===== config.mk =====
export PLATFORM = sky130hd
export DESIGN_NAME = board_scanner
export DESIGN_NICKNAME = d
export VERILOG_FILES = /design/src/rtl/board_scanner.sv
export SDC_FILE = /design/constraint.sdc
export NUM_CORES = 1
export LEC_CHECK = 0
export BUFFER_PORTS_ARGS = -buffer_cell sky130_fd_sc_hd__buf_2
export CAP_MARGIN = 20
export CORE_MARGIN = 10
export CORE_UTILIZATION = 56
export CTS_CLUSTER_DIAMETER = 60
export DETAILED_ROUTE_END_ITERATION = 12
export PLACE_DENSITY = 0.78
export RECOVER_POWER = 100
export SYNTH_ARGS = -nofsm -noshare
export SYNTH_HDL_FRONTEND = slang
export SYNTH_SLANG_ARGS = --single-unit

===== constraint.sdc =====
create_clock -name clk -period 1.99 [get_ports clk]
set_clock_uncertainty 0.05 [all_clocks]
set_input_delay 0.199 -clock clk [delete_from_list [all_inputs] [get_ports clk]]
set_output_delay 0.199 -clock clk [all_outputs]
set_load 0.01 [all_outputs]

===== src/rtl/board_scanner.sv =====
// board_scanner
//   Sweeps every cell of one player's board through the board's registered
//   lookup port. It tallies intact ship cells, hits and misses, and flags
//   end of game. Results are shadow registers that change only when a
//   sweep completes.
//
// Ports
//   clk        : system clock
//   rst        : synchronous reset, active-low
//   scan_start : request a full sweep (sampled only in IDLE or DONE)
//   ship_code  : cell code from the board, valid 1 cycle after ship_xy
//                (00 empty, 01 ship, 10 hit, 11 miss)
//   ship_xy    : cell address {row[2:0], col[2:0]} to the board lookup
//   busy       : sweep in progress (ISSUE or DRAIN)
//   done       : one-cycle pulse when new results are published
//   ship_cnt   : cells coded 01 in the last completed sweep
//   hit_cnt    : cells coded 10 in the last completed sweep
//   miss_cnt   : cells coded 11 in the last completed sweep
//   game_over  : last sweep found no ship cells and at least one hit
module board_scanner #(
    parameter int ROWS = 8,
    parameter int COLS = 8
) (
    input  logic       clk,
    input  logic       rst,
    input  logic       scan_start,
    input  logic [1:0] ship_code,
    output logic [5:0] ship_xy,
    output logic       busy,
    output logic       done,
    output logic [6:0] ship_cnt,
    output logic [6:0] hit_cnt,
    output logic [6:0] miss_cnt,
    output logic       game_over
);

    typedef enum logic [1:0] {IDLE, ISSUE, DRAIN, DONE} state_e;

    localparam logic [2:0] LAST_ROW = 3'(ROWS - 1);
    localparam logic [2:0] LAST_COL = 3'(COLS - 1);

    state_e     state_q, state_d;
    logic [2:0] row_q, row_d;
    logic [2:0] col_q, col_d;
    logic       vld_q, vld_d;
    logic [6:0] ship_acc_q, ship_acc_d;
    logic [6:0] hit_acc_q, hit_acc_d;
    logic [6:0] miss_acc_q, miss_acc_d;
    logic [6:0] ship_cnt_q, ship_cnt_d;
    logic [6:0] hit_cnt_q, hit_cnt_d;
    logic [6:0] miss_cnt_q, miss_cnt_d;
    logic       game_over_q, game_over_d;
    logic       start;
    logic       last_addr;

    always_comb begin
        start     = scan_start && ((state_q == IDLE) || (state_q == DONE));
        last_addr = (row_q == LAST_ROW) && (col_q == LAST_COL);
    end

    // ---------------- FSM: state register ----------------
    always_ff @(posedge clk) begin
        if (!rst) state_q <= IDLE;
        else      state_q <= state_d;
    end

    // ---------------- FSM: next state ----------------
    always_comb begin
        state_d = state_q;
        unique case (state_q)
            IDLE:    if (start) state_d = ISSUE;
            ISSUE:   if (last_addr) state_d = DRAIN;
            DRAIN:   state_d = DONE;
            DONE:    state_d = start ? ISSUE : IDLE;
            default: state_d = IDLE;
        endcase
    end

    // ---------------- FSM: outputs ----------------
    always_comb begin
        busy = (state_q == ISSUE) || (state_q == DRAIN);
        done = (state_q == DONE);
    end

    // ---------------- datapath next state ----------------
    always_comb begin
        row_d       = row_q;
        col_d       = col_q;
        vld_d       = (state_q == ISSUE);
        ship_acc_d  = ship_acc_q;
        hit_acc_d   = hit_acc_q;
        miss_acc_d  = miss_acc_q;
        ship_cnt_d  = ship_cnt_q;
        hit_cnt_d   = hit_cnt_q;
        miss_cnt_d  = miss_cnt_q;
        game_over_d = game_over_q;

        // Raster address generator; the last address is held through DRAIN.
        if (start) begin
            row_d = '0;
            col_d = '0;
        end else if ((state_q == ISSUE) && !last_addr) begin
            if (col_q == LAST_COL) begin
                col_d = '0;
                row_d = row_q + 3'd1;
            end else begin
                col_d = col_q + 3'd1;
            end
        end else if (state_q == DRAIN) begin
            row_d = '0;
            col_d = '0;
        end

        // vld_q marks that ship_code this cycle answers last cycle's address.
        if (start) begin
            ship_acc_d = '0;
            hit_acc_d  = '0;
            miss_acc_d = '0;
        end else if (vld_q) begin
            unique case (ship_code)
                2'b01:   ship_acc_d = ship_acc_q + 7'd1;
                2'b10:   hit_acc_d  = hit_acc_q + 7'd1;
                2'b11:   miss_acc_d = miss_acc_q + 7'd1;
                default: ;
            endcase
        end

        // The final code arrives on the DRAIN->DONE edge, so publish from
        // the next-state accumulators rather than the registered ones.
        if (state_q == DRAIN) begin
            ship_cnt_d  = ship_acc_d;
            hit_cnt_d   = hit_acc_d;
            miss_cnt_d  = miss_acc_d;
            game_over_d = (ship_acc_d == '0) && (hit_acc_d != '0);
        end
    end

    // ---------------- datapath registers ----------------
    always_ff @(posedge clk) begin
        if (!rst) begin
            row_q       <= '0;
            col_q       <= '0;
            vld_q       <= 1'b0;
            ship_acc_q  <= '0;
            hit_acc_q   <= '0;
            miss_acc_q  <= '0;
            ship_cnt_q  <= '0;
            hit_cnt_q   <= '0;
            miss_cnt_q  <= '0;
            game_over_q <= 1'b0;
        end else begin
            row_q       <= row_d;
            col_q       <= col_d;
            vld_q       <= vld_d;
            ship_acc_q  <= ship_acc_d;
            hit_acc_q   <= hit_acc_d;
            miss_acc_q  <= miss_acc_d;
            ship_cnt_q  <= ship_cnt_d;
            hit_cnt_q   <= hit_cnt_d;
            miss_cnt_q  <= miss_cnt_d;
            game_over_q <= game_over_d;
        end
    end

    always_comb begin
        ship_xy   = {row_q, col_q};
        ship_cnt  = ship_cnt_q;
        hit_cnt   = hit_cnt_q;
        miss_cnt  = miss_cnt_q;
        game_over = game_over_q;
    end

endmodule


# ---- Word level (Yosys, flattened, before mapping)
# Index checks and enable logic that the tools add are counted.
dict set report op_classes {
  bitwise 1
  addsub 5
  n_reduce_logical 14
  mux 18
  eq_ne 11
}
# cell n
set ops {}
lappend ops {{$mux W7} 9}
lappend ops {{$add A7 B1 Y7 const B} 3}
lappend ops {{$mux W3} 5}
lappend ops {{$eq A2 B2 Y1 const B} 4}
lappend ops {{$pmux W2 S4} 1}
lappend ops {{$logic_not A7 Y1} 1}
lappend ops {{$reduce_bool A7 Y1} 1}
lappend ops {{$add A3 B1 Y3 const B} 2}
lappend ops {{$eq A3 B3 Y1 const B} 2}
lappend ops {{$eq A2 B1 Y1 const B} 2}
lappend ops {{$logic_and A1 B1 Y1} 4}
lappend ops {{$mux W2} 2}
lappend ops {{$ne A2 B1 Y1 const B} 2}
lappend ops {{$reduce_and A2 Y1} 2}
lappend ops {{$logic_not A2 Y1} 1}
lappend ops {{$logic_or A1 B1 Y1} 2}
lappend ops {{$ne A2 B2 Y1 const B} 1}
lappend ops {{$reduce_bool A2 Y1} 1}
lappend ops {{$reduce_or A2 Y1} 1}
lappend ops {{$logic_not A1 Y1} 1}
lappend ops {{$mux W1} 1}
lappend ops {{$not A1 Y1} 1}
dict set report word_totals {
  out_inout_bits 30
  regBits 52
}

# ---- Depth between registers and ports, before layout
# Gate-level depths: netlist of run 1.
dict set report logic_depth {
  word_depth 6
  ltp_mapped 8
}

# ---- Worst setup path before layout of run 1
# No wires, ideal clock.
dict set report synth_timing {
  path_type {register to register}
  from {register state_q[1]}
  to {register game_over_q (netlist: game_over)}
  period_less_slack_ns 1.900
  n_path_buf 0
  path_slack_ns 0.090
  arrival_time_ns 1.762
  stages_incl_launch_ff 7
  required_ns 1.852
  cell_sequence {dfxtp_1 -> inv_1 -> ha_1 -> nor2_1 -> a21oi_1 -> a2111o_1 -> o32ai_2}
}
dict set report synth_via {
  elab_chain_cells 6
  word_cells_on_any_way 10
  cone_classes {2 x eq/ne; 2 x mux; 6 x reduce/logical}
}
# item line_no
set synth_lines {}
lappend synth_lines {{start: declaration} 42} ;# state_e state_q, state_d;
lappend synth_lines {{start signal: assignment} 64} ;# else state_q <= state_d;
lappend synth_lines {{$eq A2 B2 Y1 / $logic_not A2 Y1 (equally long branches)} 57} ;# start = scan_start && ((state_q == IDLE) || (state_q == DONE));
lappend synth_lines {{$logic_or A1 B1 Y1} 57}
lappend synth_lines {{$logic_and A1 B1 Y1} 57}
lappend synth_lines {{$mux W7} 115} ;# if (start) begin
lappend synth_lines {{$logic_not A7 Y1 / $reduce_bool A7 Y1 (equally long branches)} 134} ;# game_over_d = (ship_acc_d == '0) && (hit_acc_d != '0);
lappend synth_lines {{$logic_and A1 B1 Y1} 134}
lappend synth_lines {{end signal: assignment} 161} ;# game_over_q <= game_over_d;
lappend synth_lines {{end: declaration} 52} ;# logic game_over_q, game_over_d;
# Parallel ways exist; a longest one is shown, timed or not.
# A chain may end at the register's enable or synchronous reset.

# ---- Worst setup path in the final report of run 1
dict set report layout_timing {
  from {register hit_acc_q[1]}
  to {register game_over_q (netlist: game_over)}
}
dict set report layout_via {
  elab_chain_cells 6
}
# item line_no
set layout_lines {}
lappend layout_lines {{start: declaration} 47} ;# logic [6:0] hit_acc_q, hit_acc_d;
lappend layout_lines {{start signal: assignment} 156} ;# hit_acc_q <= hit_acc_d;
lappend layout_lines {{$add A7 B1 Y7} 122} ;# 2'b10: hit_acc_d = hit_acc_q + 7'd1;
lappend layout_lines {{$mux W7} 120} ;# unique case (ship_code)
lappend layout_lines {{$mux W7 *} 119} ;# end else if (vld_q) begin
lappend layout_lines {{$mux W7 *} 115}
lappend layout_lines {{$reduce_bool A7 Y1 *} 134}
lappend layout_lines {{$logic_and A1 B1 Y1 *} 134}
# Mark *: on every way between the ends. The rest lies on a longest branch, timed or not.

==> results of run 1 <==
[cells in the final DEF, fill, tap and decap left out, types with 4 or more instances in the layout]
cell type / netlist / final
xor2_1: 8 / 8
inv_1: 15 / 15
xnor2_1: 9 / 9
and2_0: 0 / 7
nor2_1: 32 / 31
buf_2: 1 / 4
a21oi_1: 7 / 7
buf_4: 0 / 6
and2_1: 19 / 12
nor3_1: 8 / 8
nand2_1: 13 / 13
ha_1: 11 / 11
nand3_1: 5 / 5
dfxtp_1: 52 / 52
clkbuf_8: 0 / 6
mux2i_1: 13 / 13
o22ai_1: 11 / 11
clkbuf_1: 9 / 34
nor2b_1: 15 / 15
nor3b_1: 4 / 4
[sequential cells by signal, indices dropped and copies added, names as in the netlist]
signal      cells
col_q           3
game_over       1
hit_acc_q       7
hit_cnt         7
miss_acc_q      7
miss_cnt        7
row_q           3
ship_acc_q      7
ship_cnt        7
state_q         2
vld_q           1
[cell type report]
| class | count | area (um^2) | area share (%) |
|---|---|---|---|
| timing repair buffer | 48 | 219 | 7.95 |
| sequential | 52 | 1040 | 37.8 |
| clock inverter | 1 | 7.51 | 0.273 |
| tap | 50 | 62.6 | 2.27 |
| clock buffer | 7 | 86.3 | 3.13 |
| inverter | 15 | 56.3 | 2.04 |
| multi-input combinational | 191 | 1280 | 46.5 |
[worst max-delay path by stage]
stage / endpoint / cells after the start
2_1_floorplan: game_over / 6
3_3_place_gp: game_over / 6
3_5_place_dp: game_over / 6
4_1_cts: game_over / 6
5_1_grt: game_over / 5
6_report: game_over / 6
[per-layer routing]
| metal | up-vias | part of all wire, % |
|---|---|---|
| met5 | - | 0 |
| met4 | 0 | 0.66 |
| met3 | 4 | 6.1 |
| met2 | 45 | 47 |
| met1 | 912 | 46 |
| li1 | 1008 | - |
[metrics by stage]
stage / hold WS (ns) / setup slack [ns]
floorplan: 0.449 / 0.0899
global route: 0.203 / 0.0116
finish: 0.208 / 0.0797
global placement: 0.442 / 0.126
CTS: 0.196 / 0.0534
detailed placement: 0.445 / 0.0953
[report_power, final]
part | internal, mW | switching (mW) | leakage, nW
sequential | 1.07 | 0.0339 | 0.419
combinational | 0.240 | 0.412 | 0.590
clock | 0.283 | 0.338 | 0.0445
[cells by family after synthesis]
group	Yosys count
flops	52
fa+ha+maj	11
xor+xnor	17
mux	13
buf+inv	26
simple gates	113
compound gates	37
==> impl_metrics.csv, run 1 <==
group,metric,value,unit
placement,routabilityCongestion,0.915,
detailed_routing,drcViolationCount,0,
global_routing,grt_pass1_vias,1903,
finish,fin_nets,329,
sta,maxSlewHeadroom,72.1,%
global_routing,grt_busiest_layer,"met2",
detailed_routing,vias_per_cell,5.41,
global_routing,grt_use_total,14.5,%
worst_setup_path,cp_slowest_stage_delay,0.44,ns
logic_synthesis,synth_nets,285,
worst_hold_path,holdCritPathClass,"input port to flip-flop",
logic_synthesis,async_flop_share,0,%
placement,dp_hpwl,3990,um
floorplanning,die_area,0.00733,mm^2
floorplanning,ios,35,
worst_setup_path,critPathArrivalTime,2.06,ns
sta,period_needed,1.91,ns
global_routing,antenna_found_initial,0,
logic_synthesis,synth_compound_area_share,10.5,%
clocking,cts_buffers,5,
global_routing,grt_pass1_wl,8940,um
logic_synthesis,ys_ff_latch,52,
finish,diodes,0,
clocking,cts_max_level,2,
logic_synthesis,synth_top_family_by_area,"simple AND/OR/NAND/NOR gates",
clocking,post_cts.resized_instances,0,
finish,fin_area,0.00275,mm^2
detailed_routing,wire_per_inst,14.6,um
clocking,clockBufferDepth,2,
placement,placement.io_buffers,34,
logic_synthesis,ys_types,41,
worst_setup_path,path_buf_inv,0,
sta,hold_viol,0,
sta,setup_viol,0,
logic_synthesis,synth_top_area_cell,"dfxtp_1",
finish,fillers,351,
worst_setup_path,worstSetupEndpointType,"flip-flop",
flow_run,maxCapViolCount,0,
worst_hold_path,whs_path_depth,2,
clocking,clk_latency,0.31,ns
pwr,ir_worst_vdd,0.656,mV
worst_hold_path,holdPathEnd,"hit_cnt[5]",
worst_setup_path,r2r.worst_path.cells,6,
placement,dp.cells,356,
clocking,cts.sinks,52,
worst_setup_path,path_delay_family,"compound AO/OA/AOI/OAI gates",
worst_setup_path,cp_slowest_cell,"dfxtp_1",
logic_synthesis,ys_top_cells_by_area,"dfxtp_1 (43%), ha_1 (5.7%), mux2i_1 (5.4%), nor2_1 (5.0%), and2_1 (4.9%)",
placement,place_area,0.00271,mm^2
clocking,clkSlewWorstSetupHoldPaths,0.09,ns
clocking,cts_tree,"built",
finish,stdcell_count,364,
worst_setup_path,startpoint,"hit_acc_q[1]",
sta,max_freq,523,MHz
detailed_routing,final_antenna_net_count,0,
worst_setup_path,r2r_start,"hit_acc_q[1]",
logic_synthesis,yosysSeqAreaShare,43.2,%
clocking,ctsHoldBuffers,0,
logic_synthesis,synth_adder_area_share,5.71,%
clocking,post_cts_buffers,0,
logic_synthesis,yosysTopAreaCellShare,43.2,%
logic_synthesis,synth_ff_type,"dfxtp_1",
worst_setup_path,cp_data_required_time,2.14,ns
pwr,fin_total_pwr,2.38,mW
worst_setup_path,reg2reg_slack,0.08,ns
sta,worstMarginPinSlew,0.416,ns
floorplanning,die_h,85.6,um
global_routing,grt.overflow.total,0,
logic_synthesis,synth-simple-area-share,24.9,%
sta,fin_crit_sh,96.0,%
detailed_routing,totalWireLength,5300,um
outcome,outcome,"completed",
finish,area_delta_synth_final,14.3,%
worst_setup_path,cp_cell_sequence,"ha_1 > nor4bb_2 > a22oi_1 > a21oi_1 > o221a_2 > o32ai_2",
worst_hold_path,hold_path_startpoint,"rst",
sta,fin_setup_tns,0,ns
logic_synthesis,yosys-top-cells-count,"dfxtp_1 (52), nor2_1 (32), and2_1 (19)",
detailed_routing,vias,1969,
finish,fin_util,67.4,%
clocking,root_buffer,"clkbuf_8",
logic_synthesis,synth_edf_count,0,
sta,rsz0062_at_grt,"no",
detailed_routing,drt-initial-drc-count,119,
worst_setup_path,cp-start-kind,"flip-flop",
worst_setup_path,rr_endpoint,"game_over",
global_routing,met1_usage,17.7,%
logic_synthesis,post-synth-top-count-cell,"dfxtp_1",
floorplanning,core_area,0.00409,mm^2
logic_synthesis,synthMuxAreaShare,5.40,%
finish,drive_above_1_share,8.60,%
logic_synthesis,syn_area,0.00241,mm^2
logic_synthesis,synth_xor_xnor_area_share,6.18,%
pwr,power.static_leakage,1.05,nW
logic_synthesis,yosysWarnings,0,
logic_synthesis,avgSynthCellArea,8.96,um^2
floorplanning,start_util,59.0,%
global_routing,met3_usage,4.45,%
logic_synthesis,syn_inst,269,
worst_setup_path,cp_max_fo,7,
global_routing,grt_max_degree,24,
sta,slew_violations,0,
floorplanning,fp.dieW,85.6,um
pwr,cellPowerDensity,865,mW/mm^2
floorplanning,placementRows,23,
global_routing,met2_usage,23.9,%
worst_setup_path,crit_type,"flip-flop to flip-flop",
detailed_routing,drt_pre_antenna_iters,4,
No activity file was read; power rests on OpenSTA's default activity.
==> inputs of run 2 (changes only) <==
--- a/config.mk
+++ b/config.mk
@@ -13,6 +13,7 @@
 export DETAILED_ROUTE_END_ITERATION = 12
 export PLACE_DENSITY = 0.78
 export RECOVER_POWER = 100
+export SETUP_SLACK_MARGIN = 0.3
 export SYNTH_ARGS = -nofsm -noshare
 export SYNTH_HDL_FRONTEND = slang
 export SYNTH_SLANG_ARGS = --single-unit
==> run 2 against run 1 <==
Compared with the run above:
- largest power group unchanged
- wire length increased by 0.74%
- total power increased by 0.89%
- sequential power about the same
- sequential cell count unchanged
- final cell count decreased by 1.4%
- via count about the same
- register-to-register slack improved by 0.16 ns
==> impl_metrics.csv, run 2 (synthesized netlist as in run 1, its figures left out) <==
group,metric,value,unit
sta,whs,0.223,ns
clocking,ctsHoldBuffers,0,
placement,routabilityCongestion,0.929,
pwr,ir_worst_vdd,0.760,mV
worst_setup_path,reg2reg_slack,0.23,ns
detailed_routing,drcViolationCount,0,
sta,maxSlewHeadroom,77.0,%
clocking,clkSlewWorstSetupHoldPaths,0.09,ns
floorplanning,fp.dieW,85.6,um
sta,setup_viol,0,
outcome,outcome,"completed",
worst_hold_path,holdCritPathClass,"input port to flip-flop",
finish,fin_nets,325,
worst_setup_path,r2r.worst_path.cells,6,
clocking,cts.sinks,52,
floorplanning,core_area,0.00409,mm^2
worst_setup_path,worstSetupEndpointType,"flip-flop",
sta,fin_setup_tns,0,ns
clocking,cts_tree,"built",
detailed_routing,totalWireLength,5340,um
clocking,cts_max_level,2,
floorplanning,ios,35,
placement,dp_hpwl,3840,um
detailed_routing,vias_per_cell,5.49,
finish,final_common_cell,"dfxtp_1",
worst_hold_path,holdPathEnd,"hit_cnt[4]",
sta,rsz0062_at_grt,"yes",
clocking,clk_latency,0.30,ns
sta,max_freq,570,MHz
finish,drive_above_1_share,11.0,%
sta,slew_violations,0,
worst_hold_path,whs_path_depth,2,
finish,diodes,0,
sta,worstMarginPinSlew,0.337,ns
floorplanning,start_util,59.0,%
detailed_routing,drt-initial-drc-count,144,
global_routing,grt_pass1_vias,1933,
pwr,internal_power,1.61,mW
pwr,p_sw_share,33.0,%
detailed_routing,drt_pre_antenna_iters,4,
worst_setup_path,r2r_start,"ship_acc_q[0]",
sta,period_needed,1.76,ns
pwr,power.static_leakage,1.05,nW
floorplanning,placementRows,23,
clocking,cts_buffers,5,
clocking,clockBufferDepth,2,
placement,placement.io_buffers,34,
global_routing,grt_max_degree,24,
floorplanning,die_h,85.6,um
global_routing,grt_use_total,15.0,%
global_routing,grt_pass1_wl,9250,um
finish,area_delta_synth_final,15.7,%
pwr,pwr-share-clk,23.3,%
global_routing,grt.overflow.total,0,
finish,final_cell_mix,"dfxtp_1 (47), clkbuf_1 (32), nor2_1 (31), nor2b_1 (15), inv_1 (14)",
detailed_routing,final_antenna_net_count,0,
clocking,root_buffer,"clkbuf_8",
pwr,power.switching,0.792,mW
worst_setup_path,cp_data_required_time,2.16,ns
sta,hold_viol,0,
detailed_routing,vias,1970,
worst_setup_path,critPathArrivalTime,1.92,ns
global_routing,antenna_found_initial,0,
flow_run,maxCapViolCount,0,
detailed_routing,wire_per_inst,14.9,um
worst_setup_path,rr_endpoint,"game_over",
worst_hold_path,hold_path_startpoint,"rst",
worst_setup_path,cp_max_fo,5,
pwr,p_seq_share,46.7,%
floorplanning,die_area,0.00733,mm^2
sta,fin_crit_sh,88.2,%
worst_setup_path,cp-start-kind,"flip-flop",
worst_setup_path,crit_type,"flip-flop to flip-flop",
pwr,combPwrFrac,30.0,%
pwr,cellPowerDensity,862,mW/mm^2
run 2: worst max-delay path by stage:
stage | endpoint | slack (ns) | start
2_1_floorplan | game_over | 0.31 | state_q[0]
5_1_grt | game_over | 0.12 | ship_acc_q[0]
3_5_place_dp | game_over | 0.13 | state_q[0]
3_3_place_gp | game_over | 0.22 | state_q[0]
6_report | game_over | 0.23 | ship_acc_q[0]
4_1_cts | game_over | 0.29 | hit_acc_q[1]
run 2: power by group through the flow:
stage | Combinational, mW | Sequential (mW) | Clock, mW
final | 0.721 | 1.12 | 0.559
after global routing | 0.802 | 1.13 | 0.618
after CTS | 0.744 | 1.12 | 0.572
after detailed placement | 0.715 | 1.14 | 0
after global placement | 0.698 | 1.14 | 0
after floorplan | 0.515 | 1.13 | 0
run 2: critical path, stage by stage, from the launching register on:
cell      delay [ns]
dfxtp_1         0.42
ha_1            0.27
nand3_1         0.10
nor2_1          0.12
xor2_1          0.11
a2111o_1        0.42
o32ai_2         0.18
run 2: repair_timing:
action / 4_1_cts / 5_1_grt
setup endpoints to repair: 31 / 12
setup buffers: 0 / 2
resized for setup: 13 / 8
pin swaps: 1 / 3
run 2: metrics by stage:
| step | util (%) | cells | cell area, um^2 | power (mW) | setup slack (ns) |
|---|---|---|---|---|---|
| CTS | 69.3 | 357 | 2830 | 2.44 | 0.286 |
| global route | 68.2 | 359 | 2790 | 2.55 | 0.120 |
| global placement | 66.1 | 350 | 2700 | 1.84 | 0.218 |
| floorplan | - | 269 | 2450 | 1.65 | 0.311 |
| detailed placement | 66.1 | 350 | 2700 | 1.86 | 0.128 |
| finish | 68.2 | 359 | 2790 | 2.40 | 0.235 |
run 2: final cells by class:
class                           instances  area (um^2)
Timing Repair Buffer                   44          199
Clock inverter                          1         5.00
Tap cell                               50         62.6
Fill cell                             349         1300
Clock buffer                            6         72.6
Multi-Input combinational cell        191         1340
Inverter                               15         56.3
Sequential cell                        52         1050
run 2: layer usage:
layer / track usage (%) / vias to the layer above / wire length [um]
met3: 3.88 / 4 / 309
met5: 0 / - / 0
li1: - / 995 / -
met4: 3.59 / 0 / 38
met1: 19.2 / 912 / 2470
met2: 24.5 / 59 / 2520
